`src/rtl/matmul_tile_scheduler_if.sv`:
```
// ============================================================================
// Module      : matmul_tile_scheduler_if
// Description : Job configuration and AGU handshake bundle for the tile
//               scheduler. Adds perf_wait_cycles when TILE_SCHED_PERF_EN is set.
// Revision    : 1.0 - initial release
// ============================================================================
`default_nettype none

interface matmul_tile_scheduler_if #(
    parameter int ADDR_WIDTH = 32,
    parameter int IDX_WIDTH  = 8
);
    logic                  start;
    logic [IDX_WIDTH-1:0]  M, N, K;
    logic [IDX_WIDTH-1:0]  TM, TN, TK;
    logic [ADDR_WIDTH-1:0] baseA, baseB, baseC;
    logic                  tile_ready;
    logic                  tile_done;

    logic                  start_tile;
    logic [ADDR_WIDTH-1:0] baseA_tile, baseB_tile, baseC_tile;
    logic [IDX_WIDTH-1:0]  eTM, eTN, eTK;
    logic [IDX_WIDTH-1:0]  TM_cfg, TN_cfg, TK_cfg, FULL_K, FULL_N;
    logic                  acc_first, acc_last;
    logic                  busy;
    logic                  job_done;
    logic                  cfg_err;
    logic [15:0]           tile_cnt;

`ifdef TILE_SCHED_PERF_EN
    logic [31:0]           perf_wait_cycles;

    modport master (
        input  start, M, N, K, TM, TN, TK, baseA, baseB, baseC, tile_ready, tile_done,
        output start_tile, baseA_tile, baseB_tile, baseC_tile, eTM, eTN, eTK,
               TM_cfg, TN_cfg, TK_cfg, FULL_K, FULL_N, acc_first, acc_last,
               busy, job_done, cfg_err, tile_cnt, perf_wait_cycles
    );

    modport slave (
        output start, M, N, K, TM, TN, TK, baseA, baseB, baseC, tile_ready, tile_done,
        input  start_tile, baseA_tile, baseB_tile, baseC_tile, eTM, eTN, eTK,
               TM_cfg, TN_cfg, TK_cfg, FULL_K, FULL_N, acc_first, acc_last,
               busy, job_done, cfg_err, tile_cnt, perf_wait_cycles
    );
`else
    modport master (
        input  start, M, N, K, TM, TN, TK, baseA, baseB, baseC, tile_ready, tile_done,
        output start_tile, baseA_tile, baseB_tile, baseC_tile, eTM, eTN, eTK,
               TM_cfg, TN_cfg, TK_cfg, FULL_K, FULL_N, acc_first, acc_last,
               busy, job_done, cfg_err, tile_cnt
    );

    modport slave (
        output start, M, N, K, TM, TN, TK, baseA, baseB, baseC, tile_ready, tile_done,
        input  start_tile, baseA_tile, baseB_tile, baseC_tile, eTM, eTN, eTK,
               TM_cfg, TN_cfg, TK_cfg, FULL_K, FULL_N, acc_first, acc_last,
               busy, job_done, cfg_err, tile_cnt
    );
`endif

endinterface

`default_nettype wire

```
`src/rtl/matmul_tile_scheduler.sv`:
```
// ============================================================================
// Module      : matmul_tile_scheduler
// Description : Walks a C = A*B job tile by tile (m, k, n order) and drives the
//               per-tile AGU. Optional TILE_SCHED_PERF_EN adds a wait counter.
// Revision    : 1.0 - initial release
// ============================================================================
`default_nettype none

module matmul_tile_scheduler #(
    parameter int ADDR_WIDTH = 32,
    parameter int IDX_WIDTH  = 8
) (
    input  logic                    clk,
    input  logic                    rst_n,
    matmul_tile_scheduler_if.master sch_io
);

    localparam logic [2:0]  S_IDLE   = 3'd0;
    localparam logic [2:0]  S_ISSUE  = 3'd1;
    localparam logic [2:0]  S_WAIT   = 3'd2;
    localparam logic [2:0]  S_NEXT   = 3'd3;
    localparam logic [2:0]  S_FINISH = 3'd4;
    localparam logic [15:0] C_TILE_CNT_MAX = 16'hFFFF;

    logic [2:0]            state_q, state_d;
    logic [IDX_WIDTH-1:0]  m_q, n_q, k_q, tm_q, tn_q, tk_q;
    logic [ADDR_WIDTH-1:0] base_a_q, base_b_q, base_c_q;
    logic [IDX_WIDTH-1:0]  m0_q, k0_q, n0_q, m0_d, k0_d, n0_d;
    logic [ADDR_WIDTH-1:0] tile_a_q, tile_b_q, tile_c_q, tile_a_d, tile_b_d, tile_c_d;
    logic [IDX_WIDTH-1:0]  etm_q, etn_q, etk_q, etm_d, etn_d, etk_d;
    logic                  acc_first_q, acc_last_q, acc_first_d, acc_last_d;
    logic [15:0]           tile_cnt_q, tile_cnt_d;
    logic                  cfg_err_q, cfg_err_d;
    logic                  load_cfg, load_tile, last_tile;

    logic                  w_idle, w_cfg_valid;
    logic [IDX_WIDTH-1:0]  w_m, w_n, w_k, w_tm, w_tn, w_tk;
    logic [ADDR_WIDTH-1:0] w_base_a, w_base_b, w_base_c;
    logic [IDX_WIDTH:0]    w_n_sum, w_k_sum, w_m_sum;
    logic [IDX_WIDTH-1:0]  w_rem_m, w_rem_n, w_rem_k;

    assign w_idle      = (state_q == S_IDLE);
    assign w_cfg_valid = (|sch_io.M) && (|sch_io.N) && (|sch_io.K) &&
                         (|sch_io.TM) && (|sch_io.TN) && (|sch_io.TK);

    // The first tile is computed straight from the ports while leaving IDLE.
    assign w_m      = w_idle ? sch_io.M     : m_q;
    assign w_n      = w_idle ? sch_io.N     : n_q;
    assign w_k      = w_idle ? sch_io.K     : k_q;
    assign w_tm     = w_idle ? sch_io.TM    : tm_q;
    assign w_tn     = w_idle ? sch_io.TN    : tn_q;
    assign w_tk     = w_idle ? sch_io.TK    : tk_q;
    assign w_base_a = w_idle ? sch_io.baseA : base_a_q;
    assign w_base_b = w_idle ? sch_io.baseB : base_b_q;
    assign w_base_c = w_idle ? sch_io.baseC : base_c_q;

    assign w_n_sum = {1'b0, n0_q} + {1'b0, tn_q};
    assign w_k_sum = {1'b0, k0_q} + {1'b0, tk_q};
    assign w_m_sum = {1'b0, m0_q} + {1'b0, tm_q};

    always_comb begin
        m0_d      = m0_q;
        k0_d      = k0_q;
        n0_d      = n0_q;
        last_tile = 1'b0;
        if (w_idle) begin
            m0_d = '0;
            k0_d = '0;
            n0_d = '0;
        end else if (state_q == S_NEXT) begin
            if (w_n_sum >= {1'b0, n_q}) begin
                n0_d = '0;
                if (w_k_sum >= {1'b0, k_q}) begin
                    k0_d = '0;
                    if (w_m_sum >= {1'b0, m_q}) begin
                        last_tile = 1'b1;
                    end else begin
                        m0_d = w_m_sum[IDX_WIDTH-1:0];
                    end
                end else begin
                    k0_d = w_k_sum[IDX_WIDTH-1:0];
                end
            end else begin
                n0_d = w_n_sum[IDX_WIDTH-1:0];
            end
        end
    end

    // Tile geometry for the indices about to be issued; indices are always < dims.
    assign w_rem_m = w_m - m0_d;
    assign w_rem_n = w_n - n0_d;
    assign w_rem_k = w_k - k0_d;

    always_comb begin
        tile_a_d    = w_base_a + ADDR_WIDTH'(m0_d) * ADDR_WIDTH'(w_k) + ADDR_WIDTH'(k0_d);
        tile_b_d    = w_base_b + ADDR_WIDTH'(k0_d) * ADDR_WIDTH'(w_n) + ADDR_WIDTH'(n0_d);
        tile_c_d    = w_base_c + ADDR_WIDTH'(m0_d) * ADDR_WIDTH'(w_n) + ADDR_WIDTH'(n0_d);
        etm_d       = (w_tm < w_rem_m) ? w_tm : w_rem_m;
        etn_d       = (w_tn < w_rem_n) ? w_tn : w_rem_n;
        etk_d       = (w_tk < w_rem_k) ? w_tk : w_rem_k;
        acc_first_d = (k0_d == '0);
        acc_last_d  = (({1'b0, k0_d} + {1'b0, w_tk}) >= {1'b0, w_k});
    end

    always_comb begin
        state_d    = state_q;
        load_cfg   = 1'b0;
        load_tile  = 1'b0;
        cfg_err_d  = 1'b0;
        tile_cnt_d = tile_cnt_q;
        case (state_q)
            S_IDLE: begin
                if (sch_io.start) begin
                    if (w_cfg_valid) begin
                        state_d    = S_ISSUE;
                        load_cfg   = 1'b1;
                        load_tile  = 1'b1;
                        tile_cnt_d = '0;
                    end else begin
                        cfg_err_d = 1'b1;
                    end
                end
            end
            S_ISSUE: begin
                if (sch_io.tile_ready) begin
                    state_d = S_WAIT;
                end
            end
            S_WAIT: begin
                if (sch_io.tile_done) begin
                    state_d = S_NEXT;
                    if (tile_cnt_q != C_TILE_CNT_MAX) begin
                        tile_cnt_d = tile_cnt_q + 16'd1;
                    end
                end
            end
            S_NEXT: begin
                if (last_tile) begin
                    state_d = S_FINISH;
                end else begin
                    state_d   = S_ISSUE;
                    load_tile = 1'b1;
                end
            end
            S_FINISH: state_d = S_IDLE;
            default:  state_d = S_IDLE;
        endcase
    end

    always_ff @(posedge clk or negedge rst_n) begin
        if (!rst_n) begin
            state_q     <= S_IDLE;
            m_q         <= '0;
            n_q         <= '0;
            k_q         <= '0;
            tm_q        <= '0;
            tn_q        <= '0;
            tk_q        <= '0;
            base_a_q    <= '0;
            base_b_q    <= '0;
            base_c_q    <= '0;
            m0_q        <= '0;
            k0_q        <= '0;
            n0_q        <= '0;
            tile_a_q    <= '0;
            tile_b_q    <= '0;
            tile_c_q    <= '0;
            etm_q       <= '0;
            etn_q       <= '0;
            etk_q       <= '0;
            acc_first_q <= 1'b0;
            acc_last_q  <= 1'b0;
            tile_cnt_q  <= '0;
            cfg_err_q   <= 1'b0;
        end else begin
            state_q    <= state_d;
            m0_q       <= m0_d;
            k0_q       <= k0_d;
            n0_q       <= n0_d;
            tile_cnt_q <= tile_cnt_d;
            cfg_err_q  <= cfg_err_d;
            if (load_cfg) begin
                m_q      <= sch_io.M;
                n_q      <= sch_io.N;
                k_q      <= sch_io.K;
                tm_q     <= sch_io.TM;
                tn_q     <= sch_io.TN;
                tk_q     <= sch_io.TK;
                base_a_q <= sch_io.baseA;
                base_b_q <= sch_io.baseB;
                base_c_q <= sch_io.baseC;
            end
            if (load_tile) begin
                tile_a_q    <= tile_a_d;
                tile_b_q    <= tile_b_d;
                tile_c_q    <= tile_c_d;
                etm_q       <= etm_d;
                etn_q       <= etn_d;
                etk_q       <= etk_d;
                acc_first_q <= acc_first_d;
                acc_last_q  <= acc_last_d;
            end
        end
    end

`ifdef TILE_SCHED_PERF_EN
    logic [31:0] perf_q;

    always_ff @(posedge clk or negedge rst_n) begin
        if (!rst_n) begin
            perf_q <= '0;
        end else if (load_cfg) begin
            perf_q <= '0;
        end else if (((state_q == S_ISSUE) || (state_q == S_WAIT)) && (perf_q != 32'hFFFF_FFFF)) begin
            perf_q <= perf_q + 32'd1;
        end
    end

    assign sch_io.perf_wait_cycles = perf_q;
`endif

    assign sch_io.start_tile = (state_q == S_ISSUE) && sch_io.tile_ready;
    assign sch_io.busy       = !w_idle;
    assign sch_io.job_done   = (state_q == S_FINISH);
    assign sch_io.cfg_err    = cfg_err_q;
    assign sch_io.tile_cnt   = tile_cnt_q;
    assign sch_io.baseA_tile = tile_a_q;
    assign sch_io.baseB_tile = tile_b_q;
    assign sch_io.baseC_tile = tile_c_q;
    assign sch_io.eTM        = etm_q;
    assign sch_io.eTN        = etn_q;
    assign sch_io.eTK        = etk_q;
    assign sch_io.acc_first  = acc_first_q;
    assign sch_io.acc_last   = acc_last_q;
    assign sch_io.TM_cfg     = tm_q;
    assign sch_io.TN_cfg     = tn_q;
    assign sch_io.TK_cfg     = tk_q;
    assign sch_io.FULL_K     = k_q;
    assign sch_io.FULL_N     = n_q;

endmodule

`default_nettype wire
```
`src/flat_wrapper.sv`:
```
// flat-port wrapper written by rule: the top's interface ports become plain ports
module matmul_tile_scheduler_flat 
#(
    parameter int ADDR_WIDTH = 32,
    parameter int IDX_WIDTH  = 8
)
  (clk, rst_n, sch_io_start, sch_io_M, sch_io_N, sch_io_K, sch_io_TM, sch_io_TN, sch_io_TK, sch_io_baseA, sch_io_baseB, sch_io_baseC, sch_io_tile_ready, sch_io_tile_done, sch_io_start_tile, sch_io_baseA_tile, sch_io_baseB_tile, sch_io_baseC_tile, sch_io_eTM, sch_io_eTN, sch_io_eTK, sch_io_TM_cfg, sch_io_TN_cfg, sch_io_TK_cfg, sch_io_FULL_K, sch_io_FULL_N, sch_io_acc_first, sch_io_acc_last, sch_io_busy, sch_io_job_done, sch_io_cfg_err, sch_io_tile_cnt);
  matmul_tile_scheduler_if #(.ADDR_WIDTH(ADDR_WIDTH), .IDX_WIDTH(IDX_WIDTH)) sch_io_i ();
  input  logic clk;
  input  logic rst_n;
  input wire logic [$bits(sch_io_i.start)-1:0] sch_io_start;
  input wire logic [$bits(sch_io_i.M)-1:0] sch_io_M;
  input wire logic [$bits(sch_io_i.N)-1:0] sch_io_N;
  input wire logic [$bits(sch_io_i.K)-1:0] sch_io_K;
  input wire logic [$bits(sch_io_i.TM)-1:0] sch_io_TM;
  input wire logic [$bits(sch_io_i.TN)-1:0] sch_io_TN;
  input wire logic [$bits(sch_io_i.TK)-1:0] sch_io_TK;
  input wire logic [$bits(sch_io_i.baseA)-1:0] sch_io_baseA;
  input wire logic [$bits(sch_io_i.baseB)-1:0] sch_io_baseB;
  input wire logic [$bits(sch_io_i.baseC)-1:0] sch_io_baseC;
  input wire logic [$bits(sch_io_i.tile_ready)-1:0] sch_io_tile_ready;
  input wire logic [$bits(sch_io_i.tile_done)-1:0] sch_io_tile_done;
  output wire logic [$bits(sch_io_i.start_tile)-1:0] sch_io_start_tile;
  output wire logic [$bits(sch_io_i.baseA_tile)-1:0] sch_io_baseA_tile;
  output wire logic [$bits(sch_io_i.baseB_tile)-1:0] sch_io_baseB_tile;
  output wire logic [$bits(sch_io_i.baseC_tile)-1:0] sch_io_baseC_tile;
  output wire logic [$bits(sch_io_i.eTM)-1:0] sch_io_eTM;
  output wire logic [$bits(sch_io_i.eTN)-1:0] sch_io_eTN;
  output wire logic [$bits(sch_io_i.eTK)-1:0] sch_io_eTK;
  output wire logic [$bits(sch_io_i.TM_cfg)-1:0] sch_io_TM_cfg;
  output wire logic [$bits(sch_io_i.TN_cfg)-1:0] sch_io_TN_cfg;
  output wire logic [$bits(sch_io_i.TK_cfg)-1:0] sch_io_TK_cfg;
  output wire logic [$bits(sch_io_i.FULL_K)-1:0] sch_io_FULL_K;
  output wire logic [$bits(sch_io_i.FULL_N)-1:0] sch_io_FULL_N;
  output wire logic [$bits(sch_io_i.acc_first)-1:0] sch_io_acc_first;
  output wire logic [$bits(sch_io_i.acc_last)-1:0] sch_io_acc_last;
  output wire logic [$bits(sch_io_i.busy)-1:0] sch_io_busy;
  output wire logic [$bits(sch_io_i.job_done)-1:0] sch_io_job_done;
  output wire logic [$bits(sch_io_i.cfg_err)-1:0] sch_io_cfg_err;
  output wire logic [$bits(sch_io_i.tile_cnt)-1:0] sch_io_tile_cnt;
  assign sch_io_i.start = sch_io_start;
  assign sch_io_i.M = sch_io_M;
  assign sch_io_i.N = sch_io_N;
  assign sch_io_i.K = sch_io_K;
  assign sch_io_i.TM = sch_io_TM;
  assign sch_io_i.TN = sch_io_TN;
  assign sch_io_i.TK = sch_io_TK;
  assign sch_io_i.baseA = sch_io_baseA;
  assign sch_io_i.baseB = sch_io_baseB;
  assign sch_io_i.baseC = sch_io_baseC;
  assign sch_io_i.tile_ready = sch_io_tile_ready;
  assign sch_io_i.tile_done = sch_io_tile_done;
  assign sch_io_start_tile = sch_io_i.start_tile;
  assign sch_io_baseA_tile = sch_io_i.baseA_tile;
  assign sch_io_baseB_tile = sch_io_i.baseB_tile;
  assign sch_io_baseC_tile = sch_io_i.baseC_tile;
  assign sch_io_eTM = sch_io_i.eTM;
  assign sch_io_eTN = sch_io_i.eTN;
  assign sch_io_eTK = sch_io_i.eTK;
  assign sch_io_TM_cfg = sch_io_i.TM_cfg;
  assign sch_io_TN_cfg = sch_io_i.TN_cfg;
  assign sch_io_TK_cfg = sch_io_i.TK_cfg;
  assign sch_io_FULL_K = sch_io_i.FULL_K;
  assign sch_io_FULL_N = sch_io_i.FULL_N;
  assign sch_io_acc_first = sch_io_i.acc_first;
  assign sch_io_acc_last = sch_io_i.acc_last;
  assign sch_io_busy = sch_io_i.busy;
  assign sch_io_job_done = sch_io_i.job_done;
  assign sch_io_cfg_err = sch_io_i.cfg_err;
  assign sch_io_tile_cnt = sch_io_i.tile_cnt;
  matmul_tile_scheduler #(.ADDR_WIDTH(ADDR_WIDTH), .IDX_WIDTH(IDX_WIDTH)) u_core (.clk(clk), .rst_n(rst_n), .sch_io(sch_io_i));
endmodule
```
`config.mk`:
```
export PLATFORM = sky130hd
export DESIGN_NAME = matmul_tile_scheduler_flat
export DESIGN_NICKNAME = d
export VERILOG_FILES = /design/src/rtl/matmul_tile_scheduler_if.sv /design/src/rtl/matmul_tile_scheduler.sv /design/src/flat_wrapper.sv
export SDC_FILE = /design/constraint.sdc
export NUM_CORES = 2
export LEC_CHECK = 0
export ABC_AREA = 1
export CORE_MARGIN = 3
export CORE_UTILIZATION = 45
export DETAILED_ROUTE_END_ITERATION = 16
export HOLD_SLACK_MARGIN = 0.12
export PLACE_DENSITY_LB_ADDON = 0.08
export SKIP_CTS_REPAIR_TIMING = 1
export SLEW_MARGIN = 5
export SYNTH_ARGS = -nofsm -noshare
export SYNTH_HDL_FRONTEND = slang
export SYNTH_SLANG_ARGS = --single-unit
```
`constraint.sdc`:
```
create_clock -name clk -period 8.7 [get_ports clk]
set_input_delay 1.74 -clock clk [delete_from_list [all_inputs] [get_ports clk]]
set_output_delay 1.74 -clock clk [all_outputs]
set_load 0.05 [all_outputs]
```
# Word-level counts from Yosys, hierarchy flattened
# Cells that the tools add are included.
# totals
ff_bits,310
latchBits,0
ramBits,0
mem_bits_ro,0
input_bits,149
mem_count,0
# classes
n_addsub,14
mul,3
div,0
n_lt_le_gt_ge,7
n_eq_ne,10
shifts,0
n_mux,48
bitwise_logic,0
reduce_logical,18
# op_table
op,n
$mux W8,21
$add A32 B16 Y32,3
$add A32 B8 Y32,3
$mux W32,3
$mux W16,4
$mul A8 B8 Y16,3
$reduce_or A8 Y1,6
$add A8 B8 Y9,4
$ge A9 B8 Y1,4
$pmux W16 S2,1
$lt A8 B8 Y1,3
$sub A8 B8 Y8,3
$add A16 B1 Y16 const B,1
$ne A16 B16 Y1 const B,1
$mux W3,5
$mux W1,12
$pmux W3 S4,1
$logic_not A8 Y1,1
$ne A2 B2 Y1 const B,4
$eq A3 B2 Y1 const B,2
$logic_and A1 B1 Y1,6
$reduce_and A5 Y1,1
$reduce_and A4 Y1,1
$eq A3 B1 Y1 const B,1
6 further kinds,6

# Longest topological paths before layout
# logic_depth
ltp_word,10
depth_mapped,45

# Worst setup path before layout
# OpenSTA, ideal clock, no wires.
# synth_path
path_type,reg2reg
from,register u_core.tn_q[0] (netlist: u_core.sch_io.TN_cfg[0])
to,register u_core.tile_b_q[18] (netlist: u_core.sch_io.baseB_tile[18])
setup_time_ns,0.134
arrival_ns,7.603
required_ns,8.566
path_slack_ns,0.964
path_stages_with_launch,38
period_less_slack_ns,7.736
path_cell_list,dfrtp_1 ha_1 inv_1 fa_1 o21ai_1 xor2_1 inv_1 ha_1 nand2_1 nor2_1 nand2_1 nand3_1 nand2_1 nand2_1 nand2_1 nand3_1 clkbuf_1 nand4_1 [2 not listed] inv_1 nand2_1 fa_1 fa_1 inv_1 fa_1 fa_1 inv_1 fa_1 inv_1 ha_1 a21oi_1 nand3_1 a21boi_0 o21bai_1 a21oi_1 xor2_1 o21ai_0
# synth_via
elab_chain_len,8
elab_cells_between_ends,16
# synth_rtl
item,line_no,text
start: declaration,matmul_tile_scheduler.sv:26,"logic [IDX_WIDTH-1:0] m_q, n_q, k_q, tm_q, tn_q, tk_q;"
start signal: assignment,matmul_tile_scheduler.sv:187,tn_q <= sch_io.TN;
$add A8 B8 Y9,matmul_tile_scheduler.sv:57,"assign w_n_sum = {1'b0, n0_q} + {1'b0, tn_q};"
$ge A9 B8 Y1,matmul_tile_scheduler.sv:71,"if (w_n_sum >= {1'b0, n_q}) begin"
$mux W8,matmul_tile_scheduler.sv:71,
$mux W8,matmul_tile_scheduler.sv:70,end else if (state_q == S_NEXT) begin
$mux W8,matmul_tile_scheduler.sv:66,if (w_idle) begin
via u_core.k0_d[1],matmul_tile_scheduler.sv:28,"logic [IDX_WIDTH-1:0] m0_q, k0_q, n0_q, m0_d, k0_d, n0_d;"
$mul A8 B8 Y16,matmul_tile_scheduler.sv:96,tile_b_d = w_base_b + ADDR_WIDTH'(k0_d) * ADDR_WIDTH'(w_n) + ADDR_WIDTH'(n0_d);
$add A32 B16 Y32,matmul_tile_scheduler.sv:96,
$add A32 B8 Y32,matmul_tile_scheduler.sv:96,
end signal: assignment,matmul_tile_scheduler.sv:195,tile_b_q <= tile_b_d;
end: declaration,matmul_tile_scheduler.sv:29,"logic [ADDR_WIDTH-1:0] tile_a_q, tile_b_q, tile_c_q, tile_a_d, tile_b_d, tile_c_d;"
# The timed path passes the listed nets, and every way through them passes these cells.
# A chain may end at the register's enable or synchronous reset.

# Worst setup path after layout
# layout_path
from,register u_core.tn_q[0] (netlist: u_core.sch_io.TN_cfg[0])
to,register u_core.tile_b_q[30] (netlist: u_core.sch_io.baseB_tile[30])
# Same word-level chain as after synthesis.

==> parameters.txt <==
Parameter                              Value

Cells and area
  Multi-input combinational cell area    16600 sq um
  Sequential standard cell area    7760 sq um
  Final net count    4395
  Post-Layout Cell Count    4600
  Share of final-layout standard cells stronger than drive strength 1    4.73%
  Synthesis-to-layout area growth    20.3%
  Fill cell total of the finished layout    5628

Yosys
  Post-synth EDFFs    0
  Instance count of the mapped netlist    3480
  Largest family of logic cells by synthesized area    adder cells
  Library cells used by synthesis    52
  Post-synthesis share of cell area spent on xor and xnor gates    3.94%
  Area fraction in compound gates after synthesis    13.1%
  Register area share after synthesis    28.6%
  Number of storage elements in the synthesis netlist    310
  Asr flop ratio synth    100%
  Number of nets in the synthesized netlist    4079
  Multiplexer share of the synthesized area    0%
  Mean area per synthesized cell    7.79 sq um
  Simple-gate portion of the synthesized area    18.7%
  Adder and majority cell fraction of the synthesized area    25.5%
  Synthesized area    27100 sq um
  Total of warnings raised by yosys    0
  Primary flip-flop cell chosen by synthesis mapping    sky130_fd_sc_hd__dfrtp_1

Run status
  Outcome    complete, no violations

Drt
  Vias per cell    5.26
  Total length of routed wires    89800 microns
  Iteration-0 DRC count of the detailed router    1574
  Total vias in the final route    24200
  Antenna viol nets, final    0
  DR DRC count    0
  Mean routed wirelength per cell    19.5 microns
  Detailed Routing Iterations Pass 1    7

GRT
  Maximum number of pins on one net before global-route repair    143
  Total global routing track utilization    28.5%
  Sum of overflow across all layers after global routing    0
  Vias in the first global route    24400
  Initial antenna violation count    1
  Global-route wire length before repair    140000 microns

Setup path
  Register-to-Register Setup Slack    0.45 ns
  Beginning of the worst register-to-register path    u_core.sch_io.TN_cfg[0]
  Path depth of the worst reg2reg path    40
  Kind of end point of the critical path    register
  Critical-path maximum fanout    9
  Type of element launching the critical path    register
  Critical Path Max Stage Delay    0.56 ns
  Critical Path Most Common Cell    sky130_fd_sc_hd__nand2_1
  Crit Reg-Reg Endpoint    u_core.sch_io.baseB_tile[30]
  Slowest CP cell    sky130_fd_sc_hd__fa_1
  Arr. time, crit path    8.73 ns
  Required time at the endpoint of the critical path    9.18 ns
  Worst Path Class, Setup    reg -> reg

Floorplanning
  Chip width    251 microns
  Total I/O pin count    331
  Floorplan die height    251 microns
  Effective utilization at floorplan    45.7%
  Floorplan die area    63200 sq um
  Placeable core area    59200 sq um
  Count of standard-cell rows    89

Worst hold path
  Depth of the worst hold-timing path    2
  Worst min-delay path endpoint    u_core.base_c_q[3]
  Path type of the worst min-delay path    reg -> reg
  Startpoint of the most critical hold path    u_core.base_c_q[3]

STA
  Final setup skew    0.0194 ns
  Final period util    94.8%
  Number of setup violations in the final report    0
  Final count of hold timing violations    0
  Number of pins with negative max-slew slack in the final report    0
  Time the worst path needs with I/O delays and setup    8.25 ns
  Max Freq    121 MHz
  Max_slew headroom    28.7%
  Slew of the pin with the lowest slew margin    1.06 ns
  Sum of negative setup slack    0 ns

Place
  Placed wire-length estimate    71900 microns
  Count of buffers from port buffering    330
  Placed cells    4528
  Weighted congestion at the end of routability-driven global placement    0.923

CTS
  Clock input transition at the sequential cells of the worst setup and hold paths    0.06 ns
  Clock root buffer    sky130_fd_sc_hd__clkbuf_16
  Latest clock arrival within the worst-skew pair    0.58 ns
  CTS buffer count    39
  Clock tree buffer depth    3
  CTS tree    yes
  Number of sinks on the clock net    310
  H-Tree Depth    2

Job
  Max Cap Violations    0
-- worst max-delay path, delay by kind of cell, from the launching register on --
kind | cells | cell delay (ns)
compound gates | 2 | 0.42
xor+xnor | 2 | 0.45
simple gates | 22 | 2.56
flops | 1 | 0.40
buf+inv | 5 | 0.41
fa+ha+maj | 9 | 3.93
-- final cells by class --
type | count | share of cell area [%]
timing repair buffer | 388 | 11.6
clock inverter | 12 | 0.249
tap | 773 | 2.97
antenna | 1 | 0.00768
clock buffer | 59 | 3.60
sequential | 310 | 23.8
inverter | 581 | 6.74
multi-input combinational | 2476 | 51.1
-- stage by stage --
stage	setup slack (ns)	utilization (%)	hold slack, ns	area, sq um
CTS	0.159	54.9	0.482	32500
finish	0.454	55.0	0.479	32600
floorplan	0.964	-	0.448	27100
global route	-0.0118	55.0	0.504	32600
global placement	0.307	52.8	0.461	31300
detailed placement	0.215	52.8	0.466	31300
-- synth_stat cells, drive strengths merged (3+ instances only) --
master | number | share of area, %
nand2 | 823 | 11
inv | 579 | 8.0
o21ai | 448 | 8.5
dfrtp | 310 | 29
ha | 278 | 13
nor2 | 247 | 3.5
fa | 172 | 13
a21oi | 143 | 2.7
nand3 | 79 | 1.5
xor2 | 73 | 2.4
buf | 62 | 1.4
nand4 | 53 | 1.2
clkbuf | 51 | 0.71
xnor2 | 49 | 1.6
nor3 | 20 | 0.50
a31oi | 15 | 0.35
a21o | 11 | 0.30
o21bai | 11 | 0.30
o21a | 9 | 0.25
o31ai | 8 | 0.22
or2 | 7 | 0.16
nor4 | 6 | 0.14
a211oi | 5 | 0.14
o211ai | 5 | 0.14
o22ai | 3 | 0.069
-- state kept, by name, indices dropped and copies added (netlist names), 3 cells and up --
register / cells
u_core.sch_io.TK_cfg: 8
u_core.sch_io.eTK: 8
u_core.sch_io.eTM: 8
u_core.k0_q: 8
u_core.sch_io.FULL_K: 8
u_core.sch_io.eTN: 8
u_core.state_q: 3
u_core.base_c_q: 32
u_core.base_a_q: 32
u_core.sch_io.baseC_tile: 32
u_core.sch_io.baseA_tile: 32
u_core.sch_io.baseB_tile: 32
u_core.sch_io.FULL_N: 8
u_core.base_b_q: 32
u_core.sch_io.tile_cnt: 16
u_core.n0_q: 8
u_core.sch_io.TN_cfg: 8
u_core.sch_io.TM_cfg: 8
u_core.m_q: 8
u_core.m0_q: 8
-- routing by layer --
metal,part of all wire (%),vias to the layer above,global-route usage [%],wire (microns)
met1,45,11600,39.1,40100
met3,5.9,125,4.20,5290
li1,-,11700,-,-
met5,0,-,0,0
met2,46,721,47.0,41600
met4,3.1,0,8.72,2810
-- cell usage in the layout (no fill, tap or decap), drive strengths merged, types with 59 or more instances in the layout --
| cell type | count |
|---|---|
| nand2 | 823 |
| inv | 578 |
| o21ai | 448 |
| clkdlybuf4s50 | 329 |
| dfrtp | 310 |
| ha | 278 |
| nor2 | 247 |
| fa | 172 |
| a21oi | 143 |
| nand3 | 79 |
| xor2 | 73 |
| buf | 59 |
| clkbuf | 59 |
-- cells by family after synthesis --
family | after synthesis
flip-flops | 310
XOR/XNOR | 122
AND/OR/NAND/NOR | 1241
adder cells (fa/ha/maj) | 450
buffers and inverters | 694
AO/OA/AOI/OAI | 663
-- worst max-delay path by stage --
stage,start,end,slack (ns),cells after the start
after floorplan,u_core.sch_io.TN_cfg[0],u_core.sch_io.baseB_tile[18],0.96,37
after global placement,u_core.sch_io.TK_cfg[0],u_core.sch_io.baseB_tile[23],0.31,39
after detailed placement,u_core.sch_io.TK_cfg[0],u_core.sch_io.baseB_tile[30],0.22,39
after CTS,u_core.sch_io.TN_cfg[0],u_core.sch_io.baseB_tile[30],0.16,40
after global routing,u_core.sch_io.TN_cfg[0],u_core.sch_io.baseB_tile[30],-0.01,40
final,u_core.sch_io.TN_cfg[0],u_core.sch_io.baseB_tile[30],0.45,40
Power is left out: the tool's default activity adds up to more than one toggle a clock period on the data nets, which glitch-free logic cannot reach.
